### src/rtl/input_source_arbiter_if.sv
// Bundle for the player-1 input arbiter: three receiver button vectors and a
// manual force select go in; the granted owner, its buttons and a change
// pulse come out.
//   master : drives b_board_in, N64_in, remote_in, force_sel; observes outputs
//   slave  : the arbiter side (consumes inputs, drives owner/buttons_out/owner_changed)
interface input_source_arbiter_if #(
  parameter int unsigned WIDTH = 12
);
  logic [WIDTH-1:0] b_board_in;
  logic [WIDTH-1:0] N64_in;
  logic [WIDTH-1:0] remote_in;
  logic [1:0]       force_sel;
  logic [1:0]       owner;
  logic [WIDTH-1:0] buttons_out;
  logic             owner_changed;

  modport master (
    output b_board_in,
    output N64_in,
    output remote_in,
    output force_sel,
    input  owner,
    input  buttons_out,
    input  owner_changed
  );

  modport slave (
    input  b_board_in,
    input  N64_in,
    input  remote_in,
    input  force_sel,
    output owner,
    output buttons_out,
    output owner_changed
  );
endinterface

### src/rtl/input_source_arbiter.sv
// Arbitrates player-1 ownership among the button board, N64 and remote
// receivers. A source must be active for SETTLE_CYCLES consecutive cycles to
// be granted; the owner is released after IDLE_TIMEOUT consecutive idle
// cycles. A nonzero force_sel overrides arbitration and selects the owner.
// Ports:
//   clk   : system clock
//   reset : asynchronous active-low reset
//   bus   : slave side of input_source_arbiter_if (inputs, owner, buttons_out,
//           owner_changed; all outputs registered)
module input_source_arbiter #(
  parameter int unsigned WIDTH         = 12,
  parameter int unsigned SETTLE_CYCLES = 4,
  parameter int unsigned IDLE_TIMEOUT  = 50000,
  parameter int unsigned CNT_W         = 16
) (
  input logic                  clk,
  input logic                  reset,
  input_source_arbiter_if.slave bus
);

  typedef enum logic [1:0] {StIdle, StClaim, StOwn, StForced} state_e;

  localparam logic [1:0]       SelNone   = 2'b00;
  localparam logic [1:0]       SelBoard  = 2'b01;
  localparam logic [1:0]       SelN64    = 2'b10;
  localparam logic [1:0]       SelRemote = 2'b11;
  localparam logic [CNT_W-1:0] SettleMax = CNT_W'(SETTLE_CYCLES);
  localparam logic [CNT_W-1:0] IdleMax   = CNT_W'(IDLE_TIMEOUT);

  state_e           r_state, w_state_d;
  logic [1:0]       r_cand, w_cand_d;
  logic [1:0]       r_owner, w_owner_d;
  logic [CNT_W-1:0] r_settle_cnt, w_settle_d;
  logic [CNT_W-1:0] r_idle_cnt, w_idle_d;
  logic [WIDTH-1:0] r_buttons, w_buttons_d;
  logic             r_owner_changed;

  logic [WIDTH-1:0] w_owner_src;
  logic [WIDTH-1:0] w_cand_src;
  logic [1:0]       w_prio_sel;
  logic             w_any_active;
  logic [CNT_W-1:0] w_settle_inc;
  logic [CNT_W-1:0] w_idle_inc;

  // Source muxes; select 00 yields an all-zero vector.
  always_comb begin
    w_owner_src = '0;
    unique case (r_owner)
      SelBoard:  w_owner_src = bus.b_board_in;
      SelN64:    w_owner_src = bus.N64_in;
      SelRemote: w_owner_src = bus.remote_in;
      default:   w_owner_src = '0;
    endcase
  end

  always_comb begin
    w_cand_src = '0;
    unique case (r_cand)
      SelBoard:  w_cand_src = bus.b_board_in;
      SelN64:    w_cand_src = bus.N64_in;
      SelRemote: w_cand_src = bus.remote_in;
      default:   w_cand_src = '0;
    endcase
  end

  // Fixed priority: button board > N64 > remote.
  always_comb begin
    w_prio_sel = SelRemote;
    if (|bus.b_board_in) begin
      w_prio_sel = SelBoard;
    end else if (|bus.N64_in) begin
      w_prio_sel = SelN64;
    end
  end

  assign w_any_active = (|bus.b_board_in) | (|bus.N64_in) | (|bus.remote_in);

  // Saturating increments so the counters never wrap.
  assign w_settle_inc = (r_settle_cnt == '1) ? r_settle_cnt : r_settle_cnt + 1'b1;
  assign w_idle_inc   = (r_idle_cnt == '1) ? r_idle_cnt : r_idle_cnt + 1'b1;

  always_comb begin
    w_state_d  = r_state;
    w_cand_d   = r_cand;
    w_owner_d  = r_owner;
    w_settle_d = r_settle_cnt;
    w_idle_d   = r_idle_cnt;

    if (bus.force_sel != SelNone) begin
      // Force beats every automatic transition in the same cycle.
      w_state_d  = StForced;
      w_owner_d  = bus.force_sel;
      w_cand_d   = SelNone;
      w_settle_d = '0;
      w_idle_d   = '0;
    end else begin
      unique case (r_state)
        StIdle: begin
          w_owner_d  = SelNone;
          w_settle_d = '0;
          w_idle_d   = '0;
          if (w_any_active) begin
            w_cand_d = w_prio_sel;
            if (SETTLE_CYCLES <= 1) begin
              w_state_d = StOwn;
              w_owner_d = w_prio_sel;
            end else begin
              w_state_d  = StClaim;
              w_settle_d = CNT_W'(1);
            end
          end
        end
        StClaim: begin
          if (w_cand_src == '0) begin
            w_state_d  = StIdle;
            w_settle_d = '0;
          end else if (w_settle_inc >= SettleMax) begin
            w_state_d  = StOwn;
            w_owner_d  = r_cand;
            w_settle_d = '0;
          end else begin
            w_settle_d = w_settle_inc;
          end
        end
        StOwn: begin
          if (w_owner_src != '0) begin
            w_idle_d = '0;
          end else if (w_idle_inc >= IdleMax) begin
            w_state_d = StIdle;
            w_owner_d = SelNone;
            w_cand_d  = SelNone;
            w_idle_d  = '0;
          end else begin
            w_idle_d = w_idle_inc;
          end
        end
        StForced: begin
          w_state_d  = StIdle;
          w_owner_d  = SelNone;
          w_settle_d = '0;
          w_idle_d   = '0;
        end
        default: begin
          w_state_d  = StIdle;
          w_owner_d  = SelNone;
          w_settle_d = '0;
          w_idle_d   = '0;
        end
      endcase
    end

    // One-cycle latency from the current owner's input; zero whenever the
    // next owner is none so release and buttons clear on the same edge.
    w_buttons_d = (w_owner_d == SelNone) ? '0 : w_owner_src;
  end

  always_ff @(posedge clk or negedge reset) begin
    if (!reset) begin
      r_state         <= StIdle;
      r_cand          <= SelNone;
      r_owner         <= SelNone;
      r_settle_cnt    <= '0;
      r_idle_cnt      <= '0;
      r_buttons       <= '0;
      r_owner_changed <= 1'b0;
    end else begin
      r_state         <= w_state_d;
      r_cand          <= w_cand_d;
      r_owner         <= w_owner_d;
      r_settle_cnt    <= w_settle_d;
      r_idle_cnt      <= w_idle_d;
      r_buttons       <= w_buttons_d;
      r_owner_changed <= (w_owner_d != r_owner);
    end
  end

  assign bus.owner         = r_owner;
  assign bus.buttons_out   = r_buttons;
  assign bus.owner_changed = r_owner_changed;

endmodule

### src/flat_wrapper.sv
// flat-port wrapper written by rule: the top's interface ports become plain ports
module input_source_arbiter_flat 
#(
  parameter int unsigned WIDTH         = 12,
  parameter int unsigned SETTLE_CYCLES = 4,
  parameter int unsigned IDLE_TIMEOUT  = 50000,
  parameter int unsigned CNT_W         = 16
)
  (clk, reset, bus_b_board_in, bus_N64_in, bus_remote_in, bus_force_sel, bus_owner, bus_buttons_out, bus_owner_changed);
  input_source_arbiter_if #(.WIDTH(WIDTH)) bus_i ();
  input logic clk;
  input logic reset;
  input wire logic [$bits(bus_i.b_board_in)-1:0] bus_b_board_in;
  input wire logic [$bits(bus_i.N64_in)-1:0] bus_N64_in;
  input wire logic [$bits(bus_i.remote_in)-1:0] bus_remote_in;
  input wire logic [$bits(bus_i.force_sel)-1:0] bus_force_sel;
  output wire logic [$bits(bus_i.owner)-1:0] bus_owner;
  output wire logic [$bits(bus_i.buttons_out)-1:0] bus_buttons_out;
  output wire logic [$bits(bus_i.owner_changed)-1:0] bus_owner_changed;
  assign bus_i.b_board_in = bus_b_board_in;
  assign bus_i.N64_in = bus_N64_in;
  assign bus_i.remote_in = bus_remote_in;
  assign bus_i.force_sel = bus_force_sel;
  assign bus_owner = bus_i.owner;
  assign bus_buttons_out = bus_i.buttons_out;
  assign bus_owner_changed = bus_i.owner_changed;
  input_source_arbiter #(.WIDTH(WIDTH), .SETTLE_CYCLES(SETTLE_CYCLES), .IDLE_TIMEOUT(IDLE_TIMEOUT), .CNT_W(CNT_W)) u_core (.clk(clk), .reset(reset), .bus(bus_i));
endmodule
### config.mk
export PLATFORM = sky130hd
export DESIGN_NAME = input_source_arbiter_flat
export DESIGN_NICKNAME = d
export VERILOG_FILES = /design/src/rtl/input_source_arbiter_if.sv /design/src/rtl/input_source_arbiter.sv /design/src/flat_wrapper.sv
export SDC_FILE = /design/constraint.sdc
export NUM_CORES = 1
export LEC_CHECK = 0
export CORE_ASPECT_RATIO = 0.9
export CORE_MARGIN = 4
export CORE_UTILIZATION = 50
export CTS_BUF_LIST = sky130_fd_sc_hd__clkbuf_4 sky130_fd_sc_hd__clkbuf_8
export DETAILED_ROUTE_END_ITERATION = 8
export PLACE_DENSITY = 0.78
export SLEW_MARGIN = 30
export SYNTH_ARGS = -nofsm -noshare
export SYNTH_HDL_FRONTEND = slang
export SYNTH_SLANG_ARGS = --single-unit
### constraint.sdc
create_clock -name clk -period 2.5 [get_ports clk]
set_input_delay 0.5 -clock clk [delete_from_list [all_inputs] [get_ports clk]]
set_output_delay 0.5 -clock clk [all_outputs]
set_load 0.05 [all_outputs]
==> flow_summary.toml <==
[worst_setup_path]
worstPathRequired_ns = 2.74
cpPeakStageDelay_ns = 0.47
critPathCaptureType = "register"
crit_arrival_ns = 2.95
worstSetupStartpointType = "register"
criticalPathCategory = "register to register"
cp_cell_sequence = "buf_6 > mux2_4 > a22oi_2 > nand4_1 > or3_4 > nor4b_4 > o21ai_2 > buf_12 > o21ai_1 > o2bb2ai_1"
cpMaxStageDelayCell = "or3_4"
cp_num_buf_inv = 2
cp_top_family = "simple AND/OR/NAND/NOR gates"
cp_max_fo = 27

[drt]
finalWirelength_mm = 13.0
post_drt_via_cell_ratio = 6.34
vias = 4040
drc = 0
drtIter0Drc = 305
ant_nets = 0
first_pass_iters = 8
wl_per_cell_um = 20.4

[cts]
clockBufferDepth = 2
clk_latency_ns = 0.32
numClockSinks = 51
clockRootBuffer = "clkbuf_8"
cts_tree = "yes"
htreeDepth = 2
cts_buffers = 5
clkTransAtPathRegs_ns = 0.10
cts.hold.buffers_added = 0

[sta]
tightest_slew_ns = 0.786
holdWs_ns = 0.158
setup_viol = 34
fin_crit_ns = 2.70
final_max_slew_viol_count = 0
finalCritPeriodShare_pct = 108
setup_ws_ns = -0.203
rsz0062_at_grt = "yes"
slew_headroom_pct = 47.3
fmax_mhz = 370
hold_viol = 0
setup-tns-final_ns = -4.48
clock_skew_ns = 0.0175

[layout]
mostFrequentLayoutCell = "buf_4"
multi_input_area_sq_um = 2530
final_cells = 637
drive_gt1_share_pct = 38.6
area_growth_pct = 56.8
antennaDiodeCount = 0
nFillCells = 362
ff_latch_area_sq_um = 1280
final_cell_mix = "buf_4 (105), dfrtp_1 (48), clkdlybuf4s50_1 (47)"
nets = 593

[global_routing]
grt-ovfl-total = 0
grt_max_degree = 28
antenna_found_initial = 0
first_global_vias = 3819
grt.total_usage_pct = 26.9
grt_pass1_wl_mm = 18.7

[floorplan]
die_area_sq_um = 8550
rows = 28
initial_utilization_pct = 52.7
core_sq_um = 6760
die_w_um = 97
ios = 55
die-height_um = 88.1

[place]
dp_hpwl_mm = 8.23
finalWeightedCongestion = 0.940
dp_cells = 602
io_buffers = 54

[status]
status = "complete, but fails checks"
violations = "setup timing"

[run]
maxCapViolCount = 0

[synthesis]
syn_nets = 442
synth_top_family_by_area = "simple AND/OR/NAND/NOR gates"
avgSynthCellArea_sq_um = 9.02
synth-simple-area-share_pct = 27.3
yosysWarnings = 0
synth_cell_types = 70
netlist_area_sq_um = 3560
synth_compound_area_share_pct = 23.0
ys.flop_type = "dfrtp_1"
synth_xor_area_share_pct = 0.737
synth_mux_area_share_pct = 4.67
syn_inst = 395
synth_fa_ha_area_share_pct = 2.46
synth-seq-cells = 51
ys_seq_area_share_pct = 35.8
synth_edf_count = 0
async_flop_share_pct = 100

[pwr]
ir_drop_uv = 285
power_density_nw_per_um2 = 381
p_leak_nw = 2.56

[min_path]
hold_class = "input port to async pin"
timing repair:
item,CTS,global route
gates resized for setup,18,59
setup endpoints to repair,34,37
pin swaps,4,23
cloned,0,1
setup buffers,9,17
worst register-to-register path: cells and delay by family (launching register included):
kind	cells	cell delay (ns)
compound gates	4	0.66
buf+inv	2	0.32
flops	1	0.41
mux	1	0.32
simple gates	3	0.93
cells by family (layout without fill, tap and decap cells):
| kind of cell | count (synthesis) | after routing |
|---|---|---|
| compound gates | 112 | 112 |
| xor+xnor | 3 | 3 |
| fa+ha+maj | 7 | 7 |
| buf+inv | 44 | 196 |
| flops | 51 | 51 |
| mux | 15 | 15 |
| simple gates | 163 | 163 |
synthesized netlist by cell type, types with 2 or more instances:
cell type	number	area share (%)
dfrtp_1	51	36
nand2_1	24	2.5
nor2_1	22	2.3
and3_1	21	3.7
inv_1	21	2.2
nor3_1	17	2.4
nand3_1	15	2.1
a22oi_1	14	2.9
a21oi_1	13	1.8
o21ai_0	12	1.7
o21ai_1	12	1.7
buf_2	11	1.5
nor2_2	11	1.9
nand4_1	10	1.8
nor4_1	9	1.6
a31oi_1	8	1.4
o22a_1	8	2.0
ha_1	7	2.5
mux2_1	7	2.2
mux2_2	6	1.9
and2_1	5	0.88
clkbuf_1	5	0.53
nor4_2	5	1.8
and4_1	4	0.98
buf_6	4	1.3
nor3_2	4	1.1
o211ai_1	4	0.84
o21a_1	4	0.84
o2bb2ai_1	4	0.98
o31ai_1	4	0.84
o22ai_1	3	0.53
o41ai_1	3	0.74
a211oi_1	2	0.42
a21o_1	2	0.42
buf_1	2	0.21
mux2i_1	2	0.56
nand2b_1	2	0.35
nor2b_1	2	0.35
o211a_1	2	0.56
o31a_1	2	0.49
xnor2_1	2	0.49
per-stage QoR:
step	setup WS [ns]	util (%)	area, sq um	power (mW)
floorplan	0.00170	-	3650	1.12
global placement	-0.346	71.6	4840	1.34
detailed placement	-0.474	71.7	4840	1.35
CTS	-0.0738	75.6	5110	2.05
global route	-0.327	82.7	5590	2.20
finish	-0.203	82.7	5590	2.13
flip-flops by register name, indices dropped and copies added, names as in the netlist:
name and count:
u_core.bus.buttons_out 12, u_core.bus.owner 2, u_core.bus.owner_changed 1, u_core.r_cand 2, u_core.r_idle_cnt 16, u_core.r_settle_cnt 16
u_core.r_state 2
power breakdown:
group | switching (mW) | total (mW) | internal [mW]
logic | 0.306 | 0.560 | 0.254
registers | 0.0124 | 0.864 | 0.851
clock network | 0.296 | 0.707 | 0.411
total | 0.614 | 2.13 | 1.52
per-layer routing:
metal / track usage [%] / vias up / share of wire [%]
li1: - / 1806 / -
met1: 34.9 / 1991 / 39
met2: 46.4 / 195 / 52
met3: 4.86 / 48 / 6.1
met4: 7.78 / 0 / 3.0
met5: 0 / - / 0
layout make-up:
cell class	count	share of cell area, %
timing repair buffer	167	26.0
tap	90	2.01
clock inverter	2	1.07
multi-input combinational	300	45.2
clock buffer	6	1.37
sequential	51	22.9
inverter	21	1.41
worst paths after layout:
check / slack (ns) / end / depth (start not counted) / from
min reg2reg: 0.60 / u_core.r_settle_cnt[4]$_DFFE_PN0P_ / 1 / u_core.r_settle_cnt[4]$_DFFE_PN0P_
max in group asynchronous: 1.65 / u_core.bus.owner[0]$_DFF_PN0_ / 2 / reset
min in group clk: 0.60 / u_core.r_settle_cnt[4]$_DFFE_PN0P_ / 1 / u_core.r_settle_cnt[4]$_DFFE_PN0P_
min: 0.16 / u_core.bus.buttons_out[3]$_DFF_PN0_ / 1 / reset
max reg2reg: -0.20 / u_core.r_idle_cnt[15]$_DFFE_PN0P_ / 10 / u_core.bus.owner[1]$_DFF_PN0_
max: -0.20 / u_core.r_idle_cnt[15]$_DFFE_PN0P_ / 10 / u_core.bus.owner[1]$_DFF_PN0_
No activity file was read; power rests on OpenSTA's default activity.
